**src/rtl/alu_seq_if.sv**
```systemverilog
// Request/response bus between the CPU datapath and the nibble-serial ALU sequencer.
// master = CPU side issuing requests, slave = alu_seq.
interface alu_seq_if;
  logic        req_valid;
  logic        req_ready;
  logic [2:0]  req_op;
  logic        req_wide;
  logic [15:0] req_a;
  logic [15:0] req_b;
  logic        req_carry;
  logic        rsp_valid;
  logic        rsp_ready;
  logic [15:0] rsp_result;
  logic [3:0]  rsp_flags;

  modport master (
    output req_valid, req_op, req_wide, req_a, req_b, req_carry, rsp_ready,
    input  req_ready, rsp_valid, rsp_result, rsp_flags
  );

  modport slave (
    input  req_valid, req_op, req_wide, req_a, req_b, req_carry, rsp_ready,
    output req_ready, rsp_valid, rsp_result, rsp_flags
  );
endinterface

```
**src/rtl/alu_seq.sv**
```systemverilog
// Nibble-serial ALU sequencer: drives a combinational 4-bit ALU core one nibble per
// clock with a chained carry, then presents the assembled result and Z/N/H/C flags.
module alu_seq (
  input  logic       clock,
  input  logic       reset,
  alu_seq_if.slave   bus,
  output logic [3:0] nib_a,
  output logic [3:0] nib_b,
  output logic [2:0] nib_op,
  output logic       nib_cin,
  input  logic [3:0] nib_out,
  input  logic       nib_cout
);

  localparam logic [2:0] OP_ADD = 3'd0, OP_ADC = 3'd1, OP_SUB = 3'd2, OP_SBC = 3'd3,
                         OP_AND = 3'd4, OP_XOR = 3'd5, OP_OR  = 3'd6, OP_CP  = 3'd7;

  typedef enum logic [1:0] {S_IDLE, S_RUN, S_RESP} state_t;

  state_t      r_state;
  state_t      w_next;
  logic [2:0]  r_op;
  logic        r_wide;
  logic [15:0] r_a;
  logic [15:0] r_b;
  logic        r_cy_in;
  logic [1:0]  r_k;
  logic [15:0] r_res;
  logic        r_carry;
  logic        r_h;
  logic        r_c;

  logic w_is_logic;
  logic w_is_sub;
  logic w_last;
  logic w_h_nib;

  assign w_is_logic = (r_op == OP_AND) || (r_op == OP_XOR) || (r_op == OP_OR);
  assign w_is_sub   = (r_op == OP_SUB) || (r_op == OP_SBC) || (r_op == OP_CP);
  assign w_last     = r_wide ? (r_k == 2'd3) : (r_k == 2'd1);
  // Half carry comes from bit 3 on byte ops and bit 11 on word ops.
  assign w_h_nib    = r_wide ? (r_k == 2'd2) : (r_k == 2'd0);

  // NOTE: sequential state uses non-blocking assignments so every register samples
  // pre-edge values; blocking here would make results depend on statement order.
  always_ff @(posedge clock) begin
    if (reset) r_state <= S_IDLE;
    else       r_state <= w_next;
  end

  // NOTE: a default assignment precedes the case so no path leaves w_next unassigned,
  // which would otherwise infer a latch.
  always_comb begin
    w_next = r_state;
    case (r_state)
      S_IDLE: if (bus.req_valid) w_next = S_RUN;
      S_RUN:  if (w_last)        w_next = S_RESP;
      S_RESP: if (bus.rsp_ready) w_next = S_IDLE;
      default:                   w_next = S_IDLE;
    endcase
  end

  always_ff @(posedge clock) begin
    if (reset) begin
      r_op    <= '0;
      r_wide  <= 1'b0;
      r_a     <= '0;
      r_b     <= '0;
      r_cy_in <= 1'b0;
      r_k     <= '0;
      r_res   <= '0;
      r_carry <= 1'b0;
      r_h     <= 1'b0;
      r_c     <= 1'b0;
    end else begin
      case (r_state)
        S_IDLE: if (bus.req_valid) begin
          r_op    <= bus.req_op;
          r_wide  <= bus.req_wide;
          r_a     <= bus.req_wide ? bus.req_a : {8'h00, bus.req_a[7:0]};
          r_b     <= bus.req_wide ? bus.req_b : {8'h00, bus.req_b[7:0]};
          r_cy_in <= bus.req_carry;
          r_k     <= '0;
          r_res   <= '0;
          r_carry <= 1'b0;
          r_h     <= 1'b0;
          r_c     <= 1'b0;
        end
        S_RUN: begin
          r_res[{r_k, 2'b00} +: 4] <= nib_out;
          r_carry                  <= nib_cout;
          r_k                      <= r_k + 2'd1;
          if (w_h_nib) r_h <= nib_cout;
          if (w_last)  r_c <= nib_cout;
        end
        default: ;
      endcase
    end
  end

  always_comb begin
    bus.req_ready  = 1'b0;
    bus.rsp_valid  = 1'b0;
    bus.rsp_result = '0;
    bus.rsp_flags  = '0;
    nib_a          = '0;
    nib_b          = '0;
    nib_op         = '0;
    nib_cin        = 1'b0;
    case (r_state)
      S_IDLE: bus.req_ready = 1'b1;
      S_RUN: begin
        nib_a = r_a[{r_k, 2'b00} +: 4];
        nib_b = r_b[{r_k, 2'b00} +: 4];
        if (w_is_logic) begin
          nib_op = r_op;
        end else if (r_k == 2'd0) begin
          case (r_op)
            OP_ADC: begin nib_op = OP_ADC; nib_cin = r_cy_in; end
            OP_SBC: begin nib_op = OP_SBC; nib_cin = r_cy_in; end
            OP_SUB, OP_CP: nib_op = OP_SUB;
            default:       nib_op = OP_ADD;
          endcase
        end else begin
          nib_op  = w_is_sub ? OP_SBC : OP_ADC;
          nib_cin = r_carry;
        end
      end
      S_RESP: begin
        bus.rsp_valid  = 1'b1;
        // cp reports the untouched first operand; its flags still come from the subtraction.
        bus.rsp_result = (r_op == OP_CP) ? r_a : r_res;
        bus.rsp_flags  = {(r_res == 16'h0000),
                          w_is_sub,
                          (r_op == OP_AND) ? 1'b1 : (w_is_logic ? 1'b0 : r_h),
                          w_is_logic ? 1'b0 : r_c};
      end
      default: ;
    endcase
  end

endmodule

```
**src/flat_wrapper.sv**
```systemverilog
// flat-port wrapper written by rule: the top's interface ports become plain ports
module alu_seq_flat 
  (clock, reset, nib_a, nib_b, nib_op, nib_cin, nib_out, nib_cout, bus_req_valid, bus_req_op, bus_req_wide, bus_req_a, bus_req_b, bus_req_carry, bus_rsp_ready, bus_req_ready, bus_rsp_valid, bus_rsp_result, bus_rsp_flags);
  alu_seq_if bus_i ();
  input  logic clock;
  input  logic reset;
  output logic [3:0] nib_a;
  output logic [3:0] nib_b;
  output logic [2:0] nib_op;
  output logic nib_cin;
  input  logic [3:0] nib_out;
  input  logic nib_cout;
  input wire logic [$bits(bus_i.req_valid)-1:0] bus_req_valid;
  input wire logic [$bits(bus_i.req_op)-1:0] bus_req_op;
  input wire logic [$bits(bus_i.req_wide)-1:0] bus_req_wide;
  input wire logic [$bits(bus_i.req_a)-1:0] bus_req_a;
  input wire logic [$bits(bus_i.req_b)-1:0] bus_req_b;
  input wire logic [$bits(bus_i.req_carry)-1:0] bus_req_carry;
  input wire logic [$bits(bus_i.rsp_ready)-1:0] bus_rsp_ready;
  output wire logic [$bits(bus_i.req_ready)-1:0] bus_req_ready;
  output wire logic [$bits(bus_i.rsp_valid)-1:0] bus_rsp_valid;
  output wire logic [$bits(bus_i.rsp_result)-1:0] bus_rsp_result;
  output wire logic [$bits(bus_i.rsp_flags)-1:0] bus_rsp_flags;
  assign bus_i.req_valid = bus_req_valid;
  assign bus_i.req_op = bus_req_op;
  assign bus_i.req_wide = bus_req_wide;
  assign bus_i.req_a = bus_req_a;
  assign bus_i.req_b = bus_req_b;
  assign bus_i.req_carry = bus_req_carry;
  assign bus_i.rsp_ready = bus_rsp_ready;
  assign bus_req_ready = bus_i.req_ready;
  assign bus_rsp_valid = bus_i.rsp_valid;
  assign bus_rsp_result = bus_i.rsp_result;
  assign bus_rsp_flags = bus_i.rsp_flags;
  alu_seq u_core (.clock(clock), .reset(reset), .bus(bus_i), .nib_a(nib_a), .nib_b(nib_b), .nib_op(nib_op), .nib_cin(nib_cin), .nib_out(nib_out), .nib_cout(nib_cout));
endmodule
```
**config.mk**
```make
export PLATFORM = sky130hd
export DESIGN_NAME = alu_seq_flat
export DESIGN_NICKNAME = d
export VERILOG_FILES = /design/src/rtl/alu_seq_if.sv /design/src/rtl/alu_seq.sv /design/src/flat_wrapper.sv
export SDC_FILE = /design/constraint.sdc
export NUM_CORES = 1
export LEC_CHECK = 0
export BUFFER_PORTS_ARGS = -buffer_cell sky130_fd_sc_hd__buf_4
export CAP_MARGIN = 10
export CORE_UTILIZATION = 49
export DETAILED_ROUTE_END_ITERATION = 10
export PLACE_DENSITY = 0.72
export SLEW_MARGIN = 0
export SYNTH_ARGS = -nofsm -noshare
export SYNTH_HDL_FRONTEND = slang
export SYNTH_SLANG_ARGS = --single-unit
```
**constraint.sdc**
```tcl
create_clock -name clock -period 2.57 [get_ports clock]
set_input_delay 0.3855 -clock clock [delete_from_list [all_inputs] [get_ports clock]]
set_output_delay 0.3855 -clock clock [all_outputs]
set_load 0.03 [all_outputs]
```
After elaboration in Yosys (flattened, before gate mapping)
Index checks and enable logic that the tools add are counted.
{"block": "totals", "ff_bits": 60, "input_bits": 46, "word_cells": 86}
{"block": "op_classes", "addsub": 2, "eq_ne": 16, "shift": 4, "n_mux": 38, "reduce_logical": 15}
{"operator": "$mux W16", "n": 5}
{"operator": "$pmux W16 S2", "n": 1}
{"operator": "$shiftx A16 B5 Y4", "n": 2}
{"operator": "$bwmux W16", "n": 1}
{"operator": "$logic_not A16 Y1", "n": 1}
{"operator": "$shift A4 B6 Y16 const A", "n": 1}
{"operator": "$shiftx A4 B6 Y16", "n": 1}
{"operator": "$mux W1", "n": 14}
{"operator": "$eq A3 B3 Y1 const B", "n": 4}
{"operator": "$mux W4", "n": 3}
{"operator": "$pmux W2 S3", "n": 2}
{"operator": "$mux W2", "n": 5}
{"operator": "$mux W3", "n": 3}
{"operator": "$reduce_and A3 Y1", "n": 3}
{"operator": "$eq A2 B2 Y1 const B", "n": 3}
{"operator": "$eq A3 B2 Y1 const B", "n": 2}
{"operator": "$neg A4 Y6", "n": 1}
{"operator": "$pmux W1 S2", "n": 3}
{"operator": "$eq A2 B1 Y1 const B", "n": 2}
{"operator": "$logic_not A2 Y1", "n": 2}
{"operator": "$logic_or A1 B1 Y1", "n": 4}
{"operator": "$ne A2 B1 Y1 const B", "n": 2}
{"operator": "$ne A2 B2 Y1 const B", "n": 2}
{"operator": "$pmux W2 S2", "n": 1}
{"operator": "5 further kinds", "n": 7}

Depth between registers and ports, before layout
Gate-level depths: netlist of the first run.
{"block": "depth", "ltp_word": 7, "mapped_depth": 7}

Worst setup path before layout of the first run
No wires, ideal clock.
{"block": "synth_path", "path_kind": "register -> output", "startpoint": "register u_core.r_k[1]", "endpoint": "output nib_op[0]", "t_arrival_ns": 1.646, "t_required_ns": 2.184, "slack_ns": 0.538, "path_stages_with_launch": 7, "cell_sequence": "dfxtp_1 clkbuf_1 inv_1 ha_1 nand3_1 o21ai_0 nor2_1"}
{"block": "synth_via", "elab_chain_len": 4}
{"element": "start: declaration", "line": "alu_seq.sv:27", "rtl": "logic [1:0] r_k;"}
{"element": "start signal: assignment", "line": "alu_seq.sv:92", "rtl": "r_k <= r_k + 2'd1;"}
{"element": "$logic_not A2 Y1", "line": "alu_seq.sv:117", "rtl": "end else if (r_k == 2'd0) begin"}
{"element": "$mux W3", "line": "alu_seq.sv:117"}
{"element": "$mux W3", "line": "alu_seq.sv:115", "rtl": "if (w_is_logic) begin"}
{"element": "$mux W3", "line": "alu_seq.sv:110", "rtl": "case (r_state)"}
{"element": "end: declaration", "line": "flat_wrapper.sv:9", "rtl": "output logic [2:0] nib_op;"}
No other way between the ends.

Worst setup path in the final report of the first run
{"block": "layout_path", "startpoint": "register u_core.r_k[0]", "endpoint": "output nib_a[3]"}
{"block": "layout_via", "elab_chain_len": 2}
{"element": "$shiftx A16 B5 Y4", "line": "alu_seq.sv:113", "rtl": "nib_a = r_a[{r_k, 2'b00} +: 4];"}
{"element": "$mux W4", "line": "alu_seq.sv:110"}
{"element": "end: declaration", "line": "flat_wrapper.sv:7", "rtl": "output logic [3:0] nib_a;"}
No other way between the ends.

==> results of run 1 <==
[cell type report]
class,count,share of cell area
Sequential cell,60,0.317
Clock buffer,12,0.0409
Clock inverter,4,0.0125
Inverter,7,0.00693
Tap cell,75,0.0247
Multi-Input combinational cell,264,0.429
Timing Repair Buffer,84,0.170
[routing by layer]
| layer | vias to the layer above | track usage | routed length, um |
|---|---|---|---|
| met5 | - | 0 | 0 |
| met4 | 0 | 0.0768 | 89 |
| met3 | 8 | 0.0716 | 452 |
| met2 | 82 | 0.384 | 3500 |
| met1 | 1290 | 0.347 | 3520 |
| li1 | 1388 | - | - |
[synth_stat cells, types with 3 or more instances]
cell type	number	share of area
nand2_1	94	0.12
a21oi_1	61	0.10
dfxtp_1	60	0.40
nand3_1	22	0.036
a22o_1	16	0.046
buf_2	10	0.017
and2_1	9	0.019
clkbuf_1	8	0.0099
mux4_2	8	0.059
nor2_1	7	0.0087
buf_6	6	0.022
ha_1	6	0.025
inv_1	6	0.0074
and3_1	4	0.0082
mux2_1	4	0.015
buf_4	3	0.0074
nand2b_1	3	0.0062
nand3b_1	3	0.0074
nor4_1	3	0.0062
nor4_4	3	0.021
[metrics by stage]
stage	utilization	area, um^2	worst slack, ns	hold slack [ns]	instances
floorplan	-	3030	0.538	0.429	359
global placement	0.603	3590	0.575	0.435	490
detailed placement	0.603	3590	0.559	0.445	490
CTS	0.637	3790	0.177	0.280	506
global route	0.637	3790	0.0328	0.287	506
finish	0.637	3790	0.193	0.295	506
[flip-flops by register name (all words and copies together) (netlist names), 2 cells and up]
| name | count |
|---|---|
| u_core.r_res | 16 |
| u_core.r_a | 16 |
| u_core.r_b | 16 |
| u_core.r_op | 3 |
| u_core.r_state | 2 |
| u_core.r_k | 2 |
[report_power, final]
group | switching (mW) | total, mW | internal [mW]
registers | 0.0423 | 1.01 | 0.972
clock network | 0.352 | 0.850 | 0.498
logic | 0.182 | 0.329 | 0.147
[cell usage in the layout (no fill, tap or decap), types with 7 or more instances in the layout]
master     n
a21oi_1   61
a22o_1    16
and2_1     9
buf_4     83
clkbuf_8  11
dfxtp_1   60
mux4_2     8
nand2_1   94
nand3_1   22
nor2_1     7
[cell families (layout without fill, tap and decap cells)]
family,Yosys count,count (layout),synth area share
simple gates,158,158,0.256
compound gates,86,86,0.173
flops,60,60,0.396
buf+inv,35,107,0.0697
mux,13,13,0.0776
fa+ha+maj,6,6,0.0248
xor+xnor,1,1,0.00289
[critical path, delay by kind of cell, from the launching register on]
family / cells / cell delay, ns
multiplexers: 1 / 0.50
AND/OR/NAND/NOR: 1 / 0.18
flip-flops: 1 / 0.61
buffers and inverters: 2 / 0.38
[worst paths after layout]
check,from,end,cells after the start
hold reg to reg,u_core.r_b[13],u_core.r_b[13],2
setup reg to reg,u_core.r_k[0],u_core.r_res[1],5
hold / removal,bus_req_b[1],u_core.r_b[1],3
setup / recovery,u_core.r_k[0],nib_a[3],4
==> run metrics, run 1 <==
run status complete, no violations; f_max 0.421 GHz; post-CTS repair timing setup buffer count 0; DR vias 2768; worst-margin pin slew 0.625 ns; final net count 478; maximum vdd ir drop 0.332 mV; post-DP HPWL 5270 um; CTS tree built; RD Place Congestion 0.855; Die Footprint 6510 um^2; slowest library cell on the worst path dfxtp_1; diode count 0; Slew Viols, Final 0; clock sink count 60; vias in the first global route 2517; # IOs 80; Top FF cell, synth dfxtp_1; critical path class flip-flop to output port; Final min period 2.38 ns; Max Cap Violations 0; YS warnings 0; IO Port Bufs 79; Yosys reg bits 60; mean area per synthesized cell 8.45 um^2; Synth Cell Area 3030 um^2; Pleak 1.50 nW; R2R Setup Slk 0.53 ns; CP max stage delay 0.61 ns; startpoint types flip-flop; Final Cycle Share 0.925; Syn Inst Count 359; Overflow after GRT 0; Fin. Hold Viols 0; Total GRT Usage 0.254; Design Power 2.19 mW; Initial Util 0.509; Die Width 80.7 um; largest net degree at the start of global routing 54; Routed WL per cell 14.9 um; Seq/Total Area, Yosys 0.396; power density cells 578 nW/um^2; Die Span Y 80.7 um; Root Driver clkbuf_8; Layout Skew 0.00737 ns; hold_buf cts 0; area grow syn2layout 25.1%; CTS max path bufs 2; aggregate routed wire length 7560 um; worst path cell trace buf_12, mux4_2, and2_1, buf_4; Relative slew margins 0.583; latest clock arrival within the worst-skew pair 0.33 ns; Critical Path Fanout Max 13; drt via density 5.47; Final setup viols 0; Initial DRC Count 155; Async S/R FF share, synth 0; Distinct cells, synth 41; crit path DAT 1.99 ns; initial antenna violation count 0; post-synthesis net count 411; area of the multi-input gates 1630 um^2; Pre-antenna DRT Iters 4; DRC 0; FP Rows 28; Routed Antenna Nets 0; post-CTS sizing 0; final setup TNS 0 ns; FF+latch area 1200 um^2; Critical Path End Type output port; global-route wire length before repair 12300 um; Core Footprint 5960 um^2; Fillers 533; Num CTS Buffers 9; EDFF count, synth 0; Clk pin slew, worst setup/hold paths 0.07 ns; Hold/Removal Path Class input port to flip-flop; required time of the critical path 2.18 ns; H-Tree Level Count 3; RSZ-0062 raised after global routing no; layout cells sized above 1 0.267
No activity file was read; power rests on OpenSTA's default activity.
==> inputs of run 2 (changes only) <==
--- a/config.mk
+++ b/config.mk
@@ -9,6 +9,7 @@
 export CAP_MARGIN = 10
 export CORE_UTILIZATION = 49
 export DETAILED_ROUTE_END_ITERATION = 10
+export MAX_ROUTING_LAYER = met4
 export PLACE_DENSITY = 0.72
 export SLEW_MARGIN = 0
 export SYNTH_ARGS = -nofsm -noshare
==> run 2 against run 1 <==
Effect of this change: utilization did not move; critical endpoint unchanged; flip-flop and latch count stayed put; routed wire length is 0.48% higher.
==> run metrics, run 2 (synthesized netlist as in run 1, its figures left out) <==
run status complete, no violations; crit path DAT 2.00 ns (about the same); Hold Crit Start bus_req_b[1]; met3 wire len 473 um (+4.6%); startpoint types flip-flop; critical path class flip-flop to output port; hold_buf cts 0 (unchanged); met1 WL 3570 um (+1.5%); initial antenna violation count 0 (unchanged); power density cells 579 nW/um^2 (+0.11%); Slew Viols, Final 0 (unchanged); Max Cap Violations 0 (unchanged); Total GRT Usage 0.261 (+0.00715); Pleak 1.50 nW (unchanged); final design instance area without fill 3790 um^2 (unchanged); Fin. Hold Viols 0 (unchanged); cells on worst reg2reg path 5 (unchanged); H-Tree Level Count 3 (unchanged); global-route wire length before repair 12300 um (about the same); Die Footprint 6510 um^2 (unchanged); aggregate routed wire length 7590 um (+0.48%); clock sink count 60 (unchanged); worst path cell trace buf_12, mux4_2, and2_1, buf_4; slowest library cell on the worst path dfxtp_1; RD Place Congestion 0.868 (+1.6%); Fillers 533 (unchanged); latest clock arrival within the worst-skew pair 0.33 ns (about the same); Internal Power 1.62 mW (about the same); fin worst setup slack 0.185 ns (-0.00822 ns); Largest regs u_core.r_a (16), u_core.r_b (16), u_core.r_res (16); Pre-antenna DRT Iters 4 (unchanged); required time of the critical path 2.18 ns (about the same); Final Cycle Share 0.928 (+0.00320); # IOs 80 (unchanged); maximum vdd ir drop 0.332 mV (about the same); post-CTS repair timing setup buffer count 0 (unchanged); Initial DRC Count 159 (+2.6%); placed cell count 490 (unchanged); number of cells on the worst hold path 3 (unchanged); DR vias 2766 (-0.072%); Layout Skew 0.00768 ns (+0.000317 ns); Root Driver clkbuf_8; IO Port Bufs 79 (unchanged); Clk pin slew, worst setup/hold paths 0.07 ns (about the same); WHS 0.291 ns (-0.00413 ns); sequential power share 0.462 (about the same); Core Footprint 5960 um^2 (unchanged); commonest non-fill, non-tap cell in the layout nand2_1; post-CTS sizing 0 (unchanged); r2r startpoint u_core.r_k[0]; Relative slew margins 0.568 (-0.0152); Design Power 2.20 mW (+0.11%); Hold/Removal Path Class input port to flip-flop; wire length on met2 3490 um (-0.23%); largest net degree at the start of global routing 54 (unchanged); area grow syn2layout 25.1% (unchanged); FP Rows 28 (unchanged); fin cells 506 (unchanged); diode count 0 (unchanged); Die Span Y 80.7 um (unchanged); number of buffer and inverter stages on the critical path 2 (unchanged); Final min period 2.38 ns (+0.00822 ns); Routed Antenna Nets 0 (unchanged); Cell Area, Placed 3590 um^2 (unchanged); Initial Util 0.509 (unchanged); CTS tree built; highest routed layer met4; Net Sw Frac 0.264 (+0.000882); final net count 478 (unchanged); part of the power in combinational logic 0.150 (about the same); final setup TNS 0 ns (unchanged); Critical Path End Type output port; layout cells sized above 1 0.267 (unchanged); Overflow after GRT 0 (unchanged); Routed WL per cell 15.0 um (+0.48%); dpl ws 0.559 ns (unchanged); RSZ-0062 raised after global routing no; worst r2r dst u_core.r_res[1]; Critical Path Fanout Max 13 (unchanged); Final Util 0.637 (unchanged); Worst Hold Path EP u_core.r_b[1]; vias in the first global route 2515 (-0.079%); Num CTS Buffers 9 (unchanged); CP top delay family flip-flops; worst-margin pin slew 0.646 ns (+0.0210 ns); CP max stage delay 0.61 ns (about the same); Final setup viols 0 (unchanged); f_max 0.419 GHz (-0.34%); clock share of power 0.388 (about the same); sw power 579 uW (+0.45%); drt via density 5.47 (about the same); Die Width 80.7 um (unchanged); post-DP HPWL 5270 um (unchanged); most frequent cells in the layout nand2_1, buf_4, a21oi_1, dfxtp_1, nand3_1; R2R Setup Slk 0.53 ns (about the same); DRC 0 (unchanged); CTS max path bufs 2 (unchanged)
-- run 2: worst min-delay path: stages --
cell     delay, ns
buf_4         0.11
nand2_1       0.04
a21oi_1       0.05
-- run 2: power by group through the flow --
stage	Combinational, mW	Clock [mW]	Sequential (mW)
floorplan	0.243	0	1.01
global placement	0.325	0	1.03
detailed placement	0.329	0	1.03
CTS	0.330	0.867	1.01
global route	0.364	0.911	1.02
finish	0.329	0.851	1.01
-- run 2: per-layer routing --
metal / track usage / vias up
met4: 0.0768 / 0
met3: 0.0682 / 7
li1: - / 1384
met2: 0.384 / 85
met5: - / -
met1: 0.350 / 1290
-- run 2: worst max path at each step --
stage	start	to	slack [ns]	cells after the start
floorplan	u_core.r_k[1]	nib_op[0]	0.54	6
global placement	u_core.r_k[0]	nib_a[3]	0.57	4
detailed placement	u_core.r_k[0]	nib_a[3]	0.56	4
CTS	u_core.r_k[0]	nib_a[3]	0.18	4
global route	u_core.r_k[0]	nib_cin	0.03	6
finish	u_core.r_k[0]	nib_a[3]	0.19	4
-- run 2: cell type report --
type                       count  area [um^2]  share of cell area
sequential                    60         1200               0.317
clock buffer                  12          155              0.0409
multi-input combinational    264         1630               0.429
timing repair buffer          84          643               0.170
clock inverter                 4         47.5              0.0125
tap                           75         93.8              0.0247
inverter                       7         26.3             0.00693
==> inputs of run 3 (changes only) <==
--- a/config.mk
+++ b/config.mk
@@ -5,6 +5,7 @@
 export SDC_FILE = /design/constraint.sdc
 export NUM_CORES = 1
 export LEC_CHECK = 0
+export ABC_AREA = 1
 export BUFFER_PORTS_ARGS = -buffer_cell sky130_fd_sc_hd__buf_4
 export CAP_MARGIN = 10
 export CORE_UTILIZATION = 49
==> run 3 against run 2 <==
Effect of this change: flip-flop and latch count did not move; maximum frequency rose by 3.3%; utilization rose by 0.82 points; hold slack improved by 0.011 ns; sequential power barely moved; non-clock buffer count did not move; register-to-register slack improved by 0.10 ns; global-route usage rose by 1.0 points; power rose by 8.8%; sequential share of layout area fell by 0.40 points; synthesized cell count rose by 25%.
==> run metrics, run 3 <==
Layout Skew 0.00457 ns (-0.00311 ns); vias in the first global route 2946 (+17%); crit path DAT 1.92 ns (-0.08 ns); Critical Path Fanout Max 14 (+1); RD Place Congestion 0.857 (-1.3%); Final Util 0.645 (+0.00819); Die Span Y 80.8 um (+0.16%); worst path cell trace inv_2, ha_1, inv_1, a31oi_1, nor3_1, buf_4; Routed WL per cell 13.3 um (-11%); slowest library cell on the worst path dfxtp_1; EDFF count, synth 0 (unchanged); sequential power share 0.429 (-0.033); Relative slew margins 0.626 (+0.0580); area grow syn2layout 26.3%; run status complete, no violations; Pre-antenna DRT Iters 5 (+1); global-route wire length before repair 13100 um (+6.3%); post-DP HPWL 5870 um (+11%); diode count 0 (unchanged); CP top delay family flip-flops; Initial Util 0.511 (+0.00168); top-count cell post-synth nor2_1; Seq/Total Area, Yosys 0.395 (-0.00130); power density cells 621 nW/um^2 (+7.4%); DR vias 3148 (+14%); Overflow after GRT 0 (unchanged); CTS tree built; worst-margin pin slew 0.560 ns (-0.0858 ns); commonest non-fill, non-tap cell in the layout buf_4; DRC 0 (unchanged); r2r startpoint u_core.r_k[1]; startpoint types flip-flop; Final setup viols 0 (unchanged); aggregate routed wire length 7990 um (+5.2%); Hold/Removal Path Class input port to flip-flop; Clk pin slew, worst setup/hold paths 0.07 ns (about the same); initial antenna violation count 0 (unchanged); CTS max path bufs 2 (unchanged); post-CTS sizing 0 (unchanged); YS warnings 0 (unchanged); Fin. Hold Viols 0 (unchanged); number of cells on the worst hold path 3 (unchanged); post-synthesis net count 502 (+22%); Root Driver clkbuf_8; clock sink count 60 (unchanged); Yosys top cell area share 0.395 (-0.00130); Yosys reg bits 60 (unchanged); FP Rows 28 (unchanged); Synth Cell Area 3040 um^2 (+0.33%); Design Power 2.39 mW (+8.8%); Pleak 1.55 nW (+3.5%); number of buffer and inverter stages on the critical path 3 (+1); main area contributors after synthesis dfxtp_1, a21oi_1, nor2_1; required time of the critical path 2.18 ns (about the same); Largest regs u_core.r_a (16), u_core.r_b (16), u_core.r_res (16); R2R Setup Slk 0.63 ns (+0.10 ns); Die Footprint 6530 um^2 (+0.32%); Die Width 80.8 um (+0.16%); Syn Inst Count 450 (+25%); worst r2r dst u_core.r_res[2]; Slew Viols, Final 0 (unchanged); Net Sw Frac 0.283 (+0.0192); drt via density 5.24 (-4.2%); final setup TNS 0 ns (unchanged); H-Tree Level Count 3 (unchanged); latest clock arrival within the worst-skew pair 0.33 ns (about the same); critical path class flip-flop to output port; Max Cap Violations 0 (unchanged); Total GRT Usage 0.271 (+0.0104); post-CTS repair timing setup buffer count 0 (unchanged); Distinct cells, synth 29 (-29%); cells on worst reg2reg path 6 (+1); clock share of power 0.391 (+0.003); Routed Antenna Nets 0 (unchanged); placed cell count 585 (+19%); Initial DRC Count 166 (+4.4%); layout cells sized above 1 0.224 (-0.0425); IO Port Bufs 79 (unchanged); most frequent cells in the layout buf_4, nor2_1, nand2_1, a21oi_1, dfxtp_1; sw power 675 uW (+17%); maximum vdd ir drop 0.435 mV (+31%); Post-synth top cells nor2_1, nand2_1, a21oi_1; largest net degree at the start of global routing 39 (-28%); RSZ-0062 raised after global routing no; # IOs 80 (unchanged); Internal Power 1.71 mW (+5.9%); f_max 0.433 GHz (+3.3%); Worst Hold Path EP u_core.r_b[1]; fin cells 601 (+19%); part of the power in combinational logic 0.180 (+0.030); Num CTS Buffers 9 (unchanged); Fillers 606 (+14%); Hold Crit Start bus_req_b[1]; Top FF cell, synth dfxtp_1; WHS 0.302 ns (+0.0114 ns); Final Cycle Share 0.899 (-0.0292); CP max stage delay 0.62 ns (about the same); final net count 573 (+20%); Critical Path End Type output port; Core Footprint 5960 um^2 (unchanged); mean area per synthesized cell 6.76 um^2 (-20%); Yosys top cell by area dfxtp_1; hold_buf cts 0 (unchanged); Final min period 2.31 ns (-0.0751 ns); Async S/R FF share, synth 0 (unchanged)
-- run 3: cell count changes after synthesis, moves of 4 or more --
cell / before / now
a21oi_1: 61 / 65
mux4_2: 8 / 0
and2_1: 9 / 0
inv_1: 6 / 33
nand3_1: 22 / 10
and3_1: 4 / 0
o21ai_0: 2 / 54
buf_2: 10 / 5
nand2_1: 94 / 81
nor2_1: 7 / 83
mux2_1: 4 / 0
a22o_1: 16 / 0
-- run 3: area by class of cell --
cell class              count  area, um^2  share of cell area
repair buffers             84         631               0.164
well taps                  75        93.8              0.0244
clock buffers              11         141              0.0368
multi-input cells         327        1550               0.404
inverters                  39         149              0.0387
clock inverters             5        75.1              0.0195
flip-flops and latches     60        1200               0.313
-- run 3: how the worst max path moves through the flow --
stage | to | slack (ns) | cells past startpoint | from
after floorplan | nib_cin | 0.45 | 5 | u_core.r_k[0]
after global routing | nib_cin | 0.04 | 6 | u_core.r_k[1]
after CTS | nib_cin | 0.26 | 6 | u_core.r_k[1]
after detailed placement | nib_cin | 0.63 | 6 | u_core.r_k[1]
after global placement | nib_cin | 0.66 | 6 | u_core.r_k[1]
final | nib_cin | 0.26 | 6 | u_core.r_k[1]
-- run 3: per-stage QoR --
| stage | instance area [um^2] | setup slack (ns) |
|---|---|---|
| after floorplan | 3040 | 0.446 |
| after global placement | 3630 | 0.660 |
| after detailed placement | 3630 | 0.635 |
| after CTS | 3840 | 0.257 |
| after global routing | 3840 | 0.0423 |
| final | 3840 | 0.260 |
-- run 3: per-layer routing --
metal / routed length, um / track usage / part of all wire / up-vias
li1: - / - / - / 1598
met1: 3460 / 0.316 / 0.43 / 1422
met2: 3890 / 0.441 / 0.49 / 111
met3: 458 / 0.0506 / 0.057 / 17
met4: 181 / 0.145 / 0.023 / 0
met5: 0 / - / 0 / -
-- run 3: cells by family (layout without fill, tap and decap cells) --
| family | Yosys count | in the layout | synth area share |
|---|---|---|---|
| flip-flops | 60 | 60 | 0.395 |
| adder cells (fa/ha/maj) | 6 | 6 | 0.0247 |
| AO/OA/AOI/OAI | 126 | 126 | 0.212 |
| AND/OR/NAND/NOR | 195 | 195 | 0.273 |
| buffers and inverters | 63 | 139 | 0.0954 |
-- run 3: worst min-delay path: stages --
cell     delay [ns]
buf_4          0.07
o21ai_0        0.07
nor2_1         0.08
-- run 3: power by group through the flow --
stage / sequential [mW] / combinational [mW] / clock [mW]
3_3_place_gp: 1.04 / 0.423 / 0
3_5_place_dp: 1.04 / 0.430 / 0
5_1_grt: 1.03 / 0.485 / 0.990
2_1_floorplan: 1.03 / 0.309 / 0
4_1_cts: 1.02 / 0.433 / 0.940
6_report: 1.02 / 0.430 / 0.934
